**src/rtl/conv_2.sv**
```systemverilog
// ---------------------------------------------------------------------------
// conv_2 : second convolution stage.
//
// Reads the IN_CH x IN_DIM x IN_DIM feature map produced by pooling_1 and
// computes OUT_CH output maps of OUT_DIM x OUT_DIM using a KxK kernel with
// stride 1 and no padding. Each output pixel is bias + sum of IN_CH*K*K
// products, scaled back to Q16.16, saturated to 32 bits and passed through
// ReLU before being written to the next buffer. One multiply-accumulate is
// issued per clock. All memories are external with a 1-cycle read latency.
//
// Ports
//   Clk          clock
//   Reset        synchronous, active-high reset (aborts a run immediately)
//   start        begin a layer; only looked at while idle
//   data_addr    input map address  = ic*IN_DIM^2 + (oy+ky)*IN_DIM + (ox+kx)
//   curdata      input map word, valid one cycle after data_addr
//   weight_addr  weight ROM address = oc*TAPS + t, t = ic*K*K + ky*K + kx
//   weight_data  weight word, valid one cycle after weight_addr
//   bias_addr    bias ROM address   = oc
//   bias_data    bias word, valid one cycle after bias_addr
//   out_addr     result address     = oc*OUT_DIM^2 + oy*OUT_DIM + ox
//   out_data     ReLU'd, saturated result (meaningful while out_wren = 1)
//   out_wren     result write strobe
//   ready        one-cycle pulse when the whole layer has been written
//
// Per output pixel: BIAS (1) + MAC (TAPS) + DRAIN (1) + SAVE (1) cycles.
// ---------------------------------------------------------------------------
module conv_2 #(
   parameter int IN_CH  = 6,
   parameter int IN_DIM = 14,
   parameter int K      = 5,
   parameter int OUT_CH = 16,
   parameter int FRAC   = 16
) (
   input  logic        Clk,
   input  logic        Reset,
   input  logic        start,
   output logic [13:0] data_addr,
   input  logic [31:0] curdata,
   output logic [11:0] weight_addr,
   input  logic [31:0] weight_data,
   output logic [3:0]  bias_addr,
   input  logic [31:0] bias_data,
   output logic [10:0] out_addr,
   output logic [31:0] out_data,
   output logic        out_wren,
   output logic        ready
);

   localparam int OUT_DIM = IN_DIM - K + 1;
   localparam int TAPS    = IN_CH * K * K;
   localparam int MAP_SZ  = IN_DIM * IN_DIM;
   localparam int OUT_SZ  = OUT_DIM * OUT_DIM;

   localparam logic [15:0] TAPS_LAST = 16'(TAPS - 1);
   localparam logic [15:0] K_LAST    = 16'(K - 1);
   localparam logic [15:0] DIM_LAST  = 16'(OUT_DIM - 1);
   localparam logic [15:0] OC_LAST   = 16'(OUT_CH - 1);

   typedef enum logic [2:0] {
      S_IDLE,
      S_BIAS,
      S_MAC,
      S_DRAIN,
      S_SAVE,
      S_DONE
   } state_t;

   state_t state_q, state_d;

   // Tap position (t and its decomposition ic/ky/kx kept in step so no
   // division is needed) and output pixel position.
   logic [15:0] t_q,  t_d;
   logic [15:0] ic_q, ic_d;
   logic [15:0] ky_q, ky_d;
   logic [15:0] kx_q, kx_d;
   logic [15:0] ox_q, ox_d;
   logic [15:0] oy_q, oy_d;
   logic [15:0] oc_q, oc_d;

   logic signed [71:0] acc_q, acc_d;

   logic signed [63:0] product_w;
   logic signed [71:0] product_ext_w;
   logic signed [71:0] bias_ext_w;
   logic signed [71:0] bias_init_w;
   logic signed [71:0] shifted_w;

   // ------------------------------------------------------------------
   // Addresses are pure functions of the counters, so after reset (all
   // counters zero) every address output is zero.
   // ------------------------------------------------------------------
   assign data_addr   = 14'(ic_q * 16'(MAP_SZ) + (oy_q + ky_q) * 16'(IN_DIM)
                            + ox_q + kx_q);
   assign weight_addr = 12'(oc_q * 16'(TAPS) + t_q);
   assign bias_addr   = 4'(oc_q);
   assign out_addr    = 11'(oc_q * 16'(OUT_SZ) + oy_q * 16'(OUT_DIM) + ox_q);

   // ------------------------------------------------------------------
   // Datapath
   // ------------------------------------------------------------------
   assign product_w     = $signed(curdata) * $signed(weight_data);
   assign product_ext_w = {{8{product_w[63]}}, product_w};
   assign bias_ext_w    = {{40{bias_data[31]}}, bias_data};
   // Bias is Q16.16; products are Q32.32, so the bias is lifted to match.
   assign bias_init_w   = bias_ext_w <<< FRAC;
   assign shifted_w     = acc_q >>> FRAC;

   // Saturate to signed 32 bits, then ReLU. Because ReLU discards every
   // negative value, the lower clamp never reaches the output.
   always_comb begin
      out_data = shifted_w[31:0];
      if (shifted_w[71]) begin
         out_data = 32'h0000_0000;
      end else if (|shifted_w[70:31]) begin
         out_data = 32'h7FFF_FFFF;
      end
   end

   // ------------------------------------------------------------------
   // State and counter registers
   // ------------------------------------------------------------------
   always_ff @(posedge Clk) begin
      if (Reset) begin
         state_q <= S_IDLE;
         t_q     <= '0;
         ic_q    <= '0;
         ky_q    <= '0;
         kx_q    <= '0;
         ox_q    <= '0;
         oy_q    <= '0;
         oc_q    <= '0;
         acc_q   <= '0;
      end else begin
         state_q <= state_d;
         t_q     <= t_d;
         ic_q    <= ic_d;
         ky_q    <= ky_d;
         kx_q    <= kx_d;
         ox_q    <= ox_d;
         oy_q    <= oy_d;
         oc_q    <= oc_d;
         acc_q   <= acc_d;
      end
   end

   // ------------------------------------------------------------------
   // Next-state, counter and output logic
   // ------------------------------------------------------------------
   always_comb begin
      state_d  = state_q;
      t_d      = t_q;
      ic_d     = ic_q;
      ky_d     = ky_q;
      kx_d     = kx_q;
      ox_d     = ox_q;
      oy_d     = oy_q;
      oc_d     = oc_q;
      acc_d    = acc_q;
      out_wren = 1'b0;
      ready    = 1'b0;

      case (state_q)
         S_IDLE: begin
            if (start) begin
               state_d = S_BIAS;
               t_d     = '0;
               ic_d    = '0;
               ky_d    = '0;
               kx_d    = '0;
               ox_d    = '0;
               oy_d    = '0;
               oc_d    = '0;
            end
         end

         S_BIAS: begin
            // bias_addr already shows oc; its word arrives during MAC t=0.
            t_d     = '0;
            ic_d    = '0;
            ky_d    = '0;
            kx_d    = '0;
            state_d = S_MAC;
         end

         S_MAC: begin
            // The operands visible now belong to the tap issued last cycle,
            // so t=0 loads the bias instead of accumulating.
            if (t_q == 16'd0) begin
               acc_d = bias_init_w;
            end else begin
               acc_d = acc_q + product_ext_w;
            end

            if (t_q == TAPS_LAST) begin
               state_d = S_DRAIN;
            end else begin
               t_d = t_q + 16'd1;
               if (kx_q == K_LAST) begin
                  kx_d = '0;
                  if (ky_q == K_LAST) begin
                     ky_d = '0;
                     ic_d = ic_q + 16'd1;
                  end else begin
                     ky_d = ky_q + 16'd1;
                  end
               end else begin
                  kx_d = kx_q + 16'd1;
               end
            end
         end

         S_DRAIN: begin
            // Collect the product of the final tap.
            acc_d   = acc_q + product_ext_w;
            state_d = S_SAVE;
         end

         S_SAVE: begin
            out_wren = 1'b1;
            state_d  = S_BIAS;
            if (ox_q == DIM_LAST) begin
               ox_d = '0;
               if (oy_q == DIM_LAST) begin
                  oy_d = '0;
                  if (oc_q == OC_LAST) begin
                     state_d = S_DONE;
                  end else begin
                     oc_d = oc_q + 16'd1;
                  end
               end else begin
                  oy_d = oy_q + 16'd1;
               end
            end else begin
               ox_d = ox_q + 16'd1;
            end
         end

         S_DONE: begin
            ready   = 1'b1;
            t_d     = '0;
            ic_d    = '0;
            ky_d    = '0;
            kx_d    = '0;
            ox_d    = '0;
            oy_d    = '0;
            oc_d    = '0;
            state_d = S_IDLE;
         end

         default: begin
            state_d = S_IDLE;
         end
      endcase
   end

endmodule

```
**config.mk**
```make
export PLATFORM = sky130hd
export DESIGN_NAME = conv_2
export DESIGN_NICKNAME = d
export VERILOG_FILES = /design/src/rtl/conv_2.sv
export SDC_FILE = /design/constraint.sdc
export NUM_CORES = 2
export LEC_CHECK = 0
export CAP_MARGIN = 20
export CORE_AREA = 2 2 296 298
export CTS_BUF_LIST = sky130_fd_sc_hd__clkbuf_2
export DETAILED_ROUTE_END_ITERATION = 10
export DIE_AREA = 0 0 298 300
export PLACE_DENSITY = 0.93
export SYNTH_ARGS = -nofsm -noshare
export SYNTH_HDL_FRONTEND = slang
export SYNTH_SLANG_ARGS = --single-unit
```
**constraint.sdc**
```tcl
create_clock -name Clk -period 28.4 [get_ports Clk]
set_input_delay 5.68 -clock Clk [delete_from_list [all_inputs] [get_ports Clk]]
set_output_delay 5.68 -clock Clk [all_outputs]
set_load 0.01 [all_outputs]
```
After elaboration in Yosys (flattened, before gate mapping)
Index checks and enable logic that the tools add are counted.
Widths: inputs -> output; s select.
- flip-flop bits (word level): 187
- output and inout port bits: 75
- add/sub/neg operators: 15
- multipliers: 6
- eq/ne operators: 19
- muxes and demuxes: 35
- reduce and logical (&&, ||, !) cells: 14
- operators by type and width (kind ; number):
    $pmux 16 s3 ; 7
    $mux 16 ; 16
    $pmux 72 s2 ; 1
    $add 16x1->16 const B ; 7
    $add 72x64->72 ; 1
    $mux 72 ; 1
    $mul 32x32->64 ; 1
    $mux 32 ; 2
    $eq 16x4->1 const B ; 3
    $add 14x14->14 ; 3
    $eq 16x3->1 const B ; 2
    $reduce_or 25->1 ; 1
    $add 11x11->11 ; 2
    $add 16x16->16 ; 1
    $eq 16x8->1 const B ; 1
    $logic_not 16->1 ; 1
    $mul 16x3->10 const B ; 1
    $mul 16x3->13 const B ; 1
    $mul 16x5->9 const B ; 1
    $mul 16x6->12 const B ; 1
    $mul 16x7->11 const B ; 1
    $ne 2x2->1 const B ; 8
    $mux 3 ; 5
    $pmux 3 s5 ; 1
    13 further kinds ; 20

Depth between registers and ports, before layout
- depth after elaboration: 5
- gate-level depth with buffers: 30
- mapped depth without buffers: 28

Least setup slack after synthesis
No wires, ideal clock.
- path kind: input to register
- start point: in weight_data[0]
- end point: reg acc_q[65]
- setup time: 0.134 ns
- data arrival time: 14.063 ns
- setup slack: 14.204 ns
- cell stages on the path: 27
- buffers on the path: 2
- cell sequence: clkbuf_1 nand2_1 fa_1 inv_1 fa_1 fa_1 inv_1 fa_1 inv_1 fa_1 fa_1 fa_1 inv_1 fa_1 inv_1 ha_1 clkbuf_1 and4_1 nand3_1 nor2_1 nand4b_1 and3_1 o31a_1 o21ai_1 a31oi_1 xnor2_1 o22ai_1
- word-level cells in the longest chain between the ends: 4
- ends and longest elaborated chain (item ; RTL line ; text):
    from (decl) ; 41 ; input logic [31:0] weight_data,
    $mul 32x32->64 (*) ; 102 ; assign product_w = $signed(curdata) * $signed(weight_data);
    $add 72x64->72 (*) ; 192, 215 ;
    $mux 72 ; 189 ; if (t_q == 16'd0) begin
    $pmux 72 s2 (*) ; 163 ; case (state_q)
    to (signal assigned) ; 133 ; acc_q <= '0;
    to (signal assigned) ; 143 ; acc_q <= acc_d;
    to (decl) ; 81 ; logic signed [71:0] acc_q, acc_d;
Mark *: on every way between the ends. The rest lies on a longest branch, timed or not.
A chain may end at the register's enable or synchronous reset.

Worst setup path in the final report
- start point: in curdata[31]
- end point: reg acc_q[71]
- word-level cells in the longest chain between the ends: 4
- ends and longest elaborated chain (item ; RTL line ; text):
    from (decl) ; 39 ; input logic [31:0] curdata,
    $mul 32x32->64 (*) ; 102 ;
    $add 72x64->72 (*) ; 192, 215 ;
    $mux 72 ; 189 ;
    $pmux 72 s2 (*) ; 163 ;
Marked as above.

==> impl_metrics.ini <==
[min_path]
hp-class = reg -> reg

[timing]
fin_skew_ns = 0.0976
tns_ns = 0
fin_crit_ns = 14.28
tightest_slew_ns = 1.08
period_share_pct = 50.3
fmax_mhz = 70.0
hold_slack_ns = 0.468
slew_headroom_pct = 28.2
final_hold_viol_count = 0
rsz0062_at_grt = no
drv_slew = 0
setup_violations = 0

[synthesis]
synth.yosys.seq_area_share_pct = 6.61
syn_avg_cell_area_um2 = 9.02
async_reset_ff_share_pct = 0
yosys_warnings = 0
ys_ff_latch = 183
synth_ff_type = dfxtp_1
synth-edff-count = 0
netlist_area_um2 = 55400
syn_nets = 7966
postSynthCellCount = 6145
yosysUniqueCellTypes = 78

[global_routing]
grt_use_total_pct = 34.9
grt_pass1_wl_um = 247000
grt_max_degree = 54
grt_pass1_vias = 47963
grt_overflow = 0
antenna_found_initial = 18

[clock_tree]
cts_hold_buf = 0
numCtsBuffers = 17
path_clk_slew_ns = 0.32
clock_latency_ns = 0.92
cts_tree = built
cts.sinks = 183
cts_resized = 0
cts_root_buf = clkbuf_2
clockBufferDepth = 2
htreeDepth = 4
post_cts_buffers = 0

[floorplan]
ios = 174
core_area_um2 = 86200
chipWidth_um = 298
start_util_pct = 64.3
die_area_um2 = 89400
rows = 108
dieHeight_um = 300

[worst_setup_path]
crit_path_max_fanout = 32
path_common_cell = fa_1
crit_slowest_cell = fa_1
crit_end = acc_q[71]
cp-start-kind = input port
crit_cells = 29
reg2reg_slack_ns = 20.28
worst_ep_required_time_ns = 29.14
cp_top_family = adder cells
slowest_delay_ns = 0.99
cp-startpoint = curdata[31]
ff2ff_path_depth = 25
critPathBufInv = 9
cp.arrival_ns = 15.02
reg2reg_to = acc_q[55]
end_kind = flop
r2r-start = acc_q[20]
critPathKind = in -> reg

[placement]
io_buffers = 172
dp_hpwl_um = 126000
gp_congestion = 0.957

[routing]
detail-route-antenna-nets = 0
drt-total-wl_um = 150000
wl_per_cell_um = 20.6
drt_pass1_iterations = 6
drc = 0
post_drt_via_cell_ratio = 5.90
drt-initial-drc-count = 3916
dr_total_vias = 43097

[final_layout]
mostFrequentLayoutCells = inv_1, fa_1, nand2_1
drive_gt1_share_pct = 2.43
layout-area-overhead-vs-synth_pct = 5.36
final_common_cell = inv_1
fin_nets = 7949

[job]
maxCapViolCount = 0

[outcome]
status = finished, final reports clean
[flip-flops by register name, summed over array words and instances (netlist names)]
signal / cells
ic_q: 12
t_q: 16
oy_q: 16
oc_q: 16
ky_q: 16
acc_q: 72
state_q: 3
ox_q: 16
kx_q: 16
[layer usage]
metal / wire length (um) / GRT usage (%) / part of all wire [%]
met4: 6270 / 13.5 / 4.2
met2: 71900 / 57.6 / 48
met3: 17800 / 9.14 / 12
met5: 139 / 0 / 0.092
met1: 54400 / 44.4 / 36
[worst min-delay path by stage]
| stage | startpoint | to | slack (ns) | cells after the start |
|---|---|---|---|---|
| 5_1_grt | acc_q[6] | acc_q[6] | 0.48 | 2 |
| 4_1_cts | acc_q[2] | acc_q[2] | 0.47 | 2 |
| 2_1_floorplan | acc_q[2] | acc_q[2] | 0.43 | 2 |
| 3_3_place_gp | acc_q[2] | acc_q[2] | 0.44 | 2 |
| 6_report | acc_q[2] | acc_q[2] | 0.47 | 2 |
| 3_5_place_dp | acc_q[2] | acc_q[2] | 0.44 | 2 |
[Yosys cell counts (11+ instances only)]
cell type	number	area [um^2]
nor2b_1	51	319
o21a_1	13	97.6
a21oi_1	213	1070
inv_1	1503	5640
xor2_1	95	832
o21bai_1	30	225
and3_1	29	181
a21o_1	53	398
nand3_1	66	330
clkbuf_1	261	980
fa_1	1349	27000
o22ai_1	17	106
o21ai_1	11	55.1
or3_1	17	106
nor2_1	206	773
nor4_1	18	113
nor3_1	37	185
a31oi_1	15	93.8
nand4_1	35	219
xnor2_1	155	1360
dfxtp_1	183	3660
and2_1	265	1660
nand2_1	883	3310
nand2b_1	16	100
ha_1	373	4670
a211oi_1	38	285
a221oi_1	14	123
o21ai_0	58	290
[per-stage QoR]
stage	instance area (um^2)	instances	utilization (%)	setup WS [ns]
6_report	58400	7304	67.7	14.12
5_1_grt	58400	7301	67.7	13.86
4_1_cts	58400	7295	67.7	14.39
3_5_place_dp	58100	7263	67.3	13.44
3_3_place_gp	58000	7262	67.3	13.71
2_1_floorplan	55400	6145	-	14.20
[kinds of logic (layout without fill, tap and decap cells)]
| family | count (synthesis) | count (layout) | synth area share, % |
|---|---|---|---|
| XOR/XNOR | 250 | 250 | 3.95 |
| AO/OA/AOI/OAI | 543 | 543 | 6.33 |
| AND/OR/NAND/NOR | 1656 | 1656 | 13.7 |
| adder cells (fa/ha/maj) | 1722 | 1722 | 57.1 |
| buffers and inverters | 1785 | 1781 | 12.2 |
| other | 1 | 9 | 0.00677 |
| multiplexers | 5 | 5 | 0.0948 |
| flip-flops | 183 | 183 | 6.61 |
[area by class of cell]
class	instances	area [um^2]
Clock buffer	17	85.1
Clock inverter	15	211
Fill cell	6125	27800
Antenna cell	8	20.0
Tap cell	1155	1450
Sequential cell	183	3660
Multi-Input combinational cell	4177	45000
Inverter	1503	5640
Timing Repair Buffer	246	2290
[worst min-delay path: cells and delay by family (launching register included)]
family,cells,cell delay (ns)
flops,1,0.38
compound gates,1,0.05
simple gates,1,0.05
Power is not shown: default switching activity piles up to over one toggle a cycle in this logic, so the estimate is an artifact.
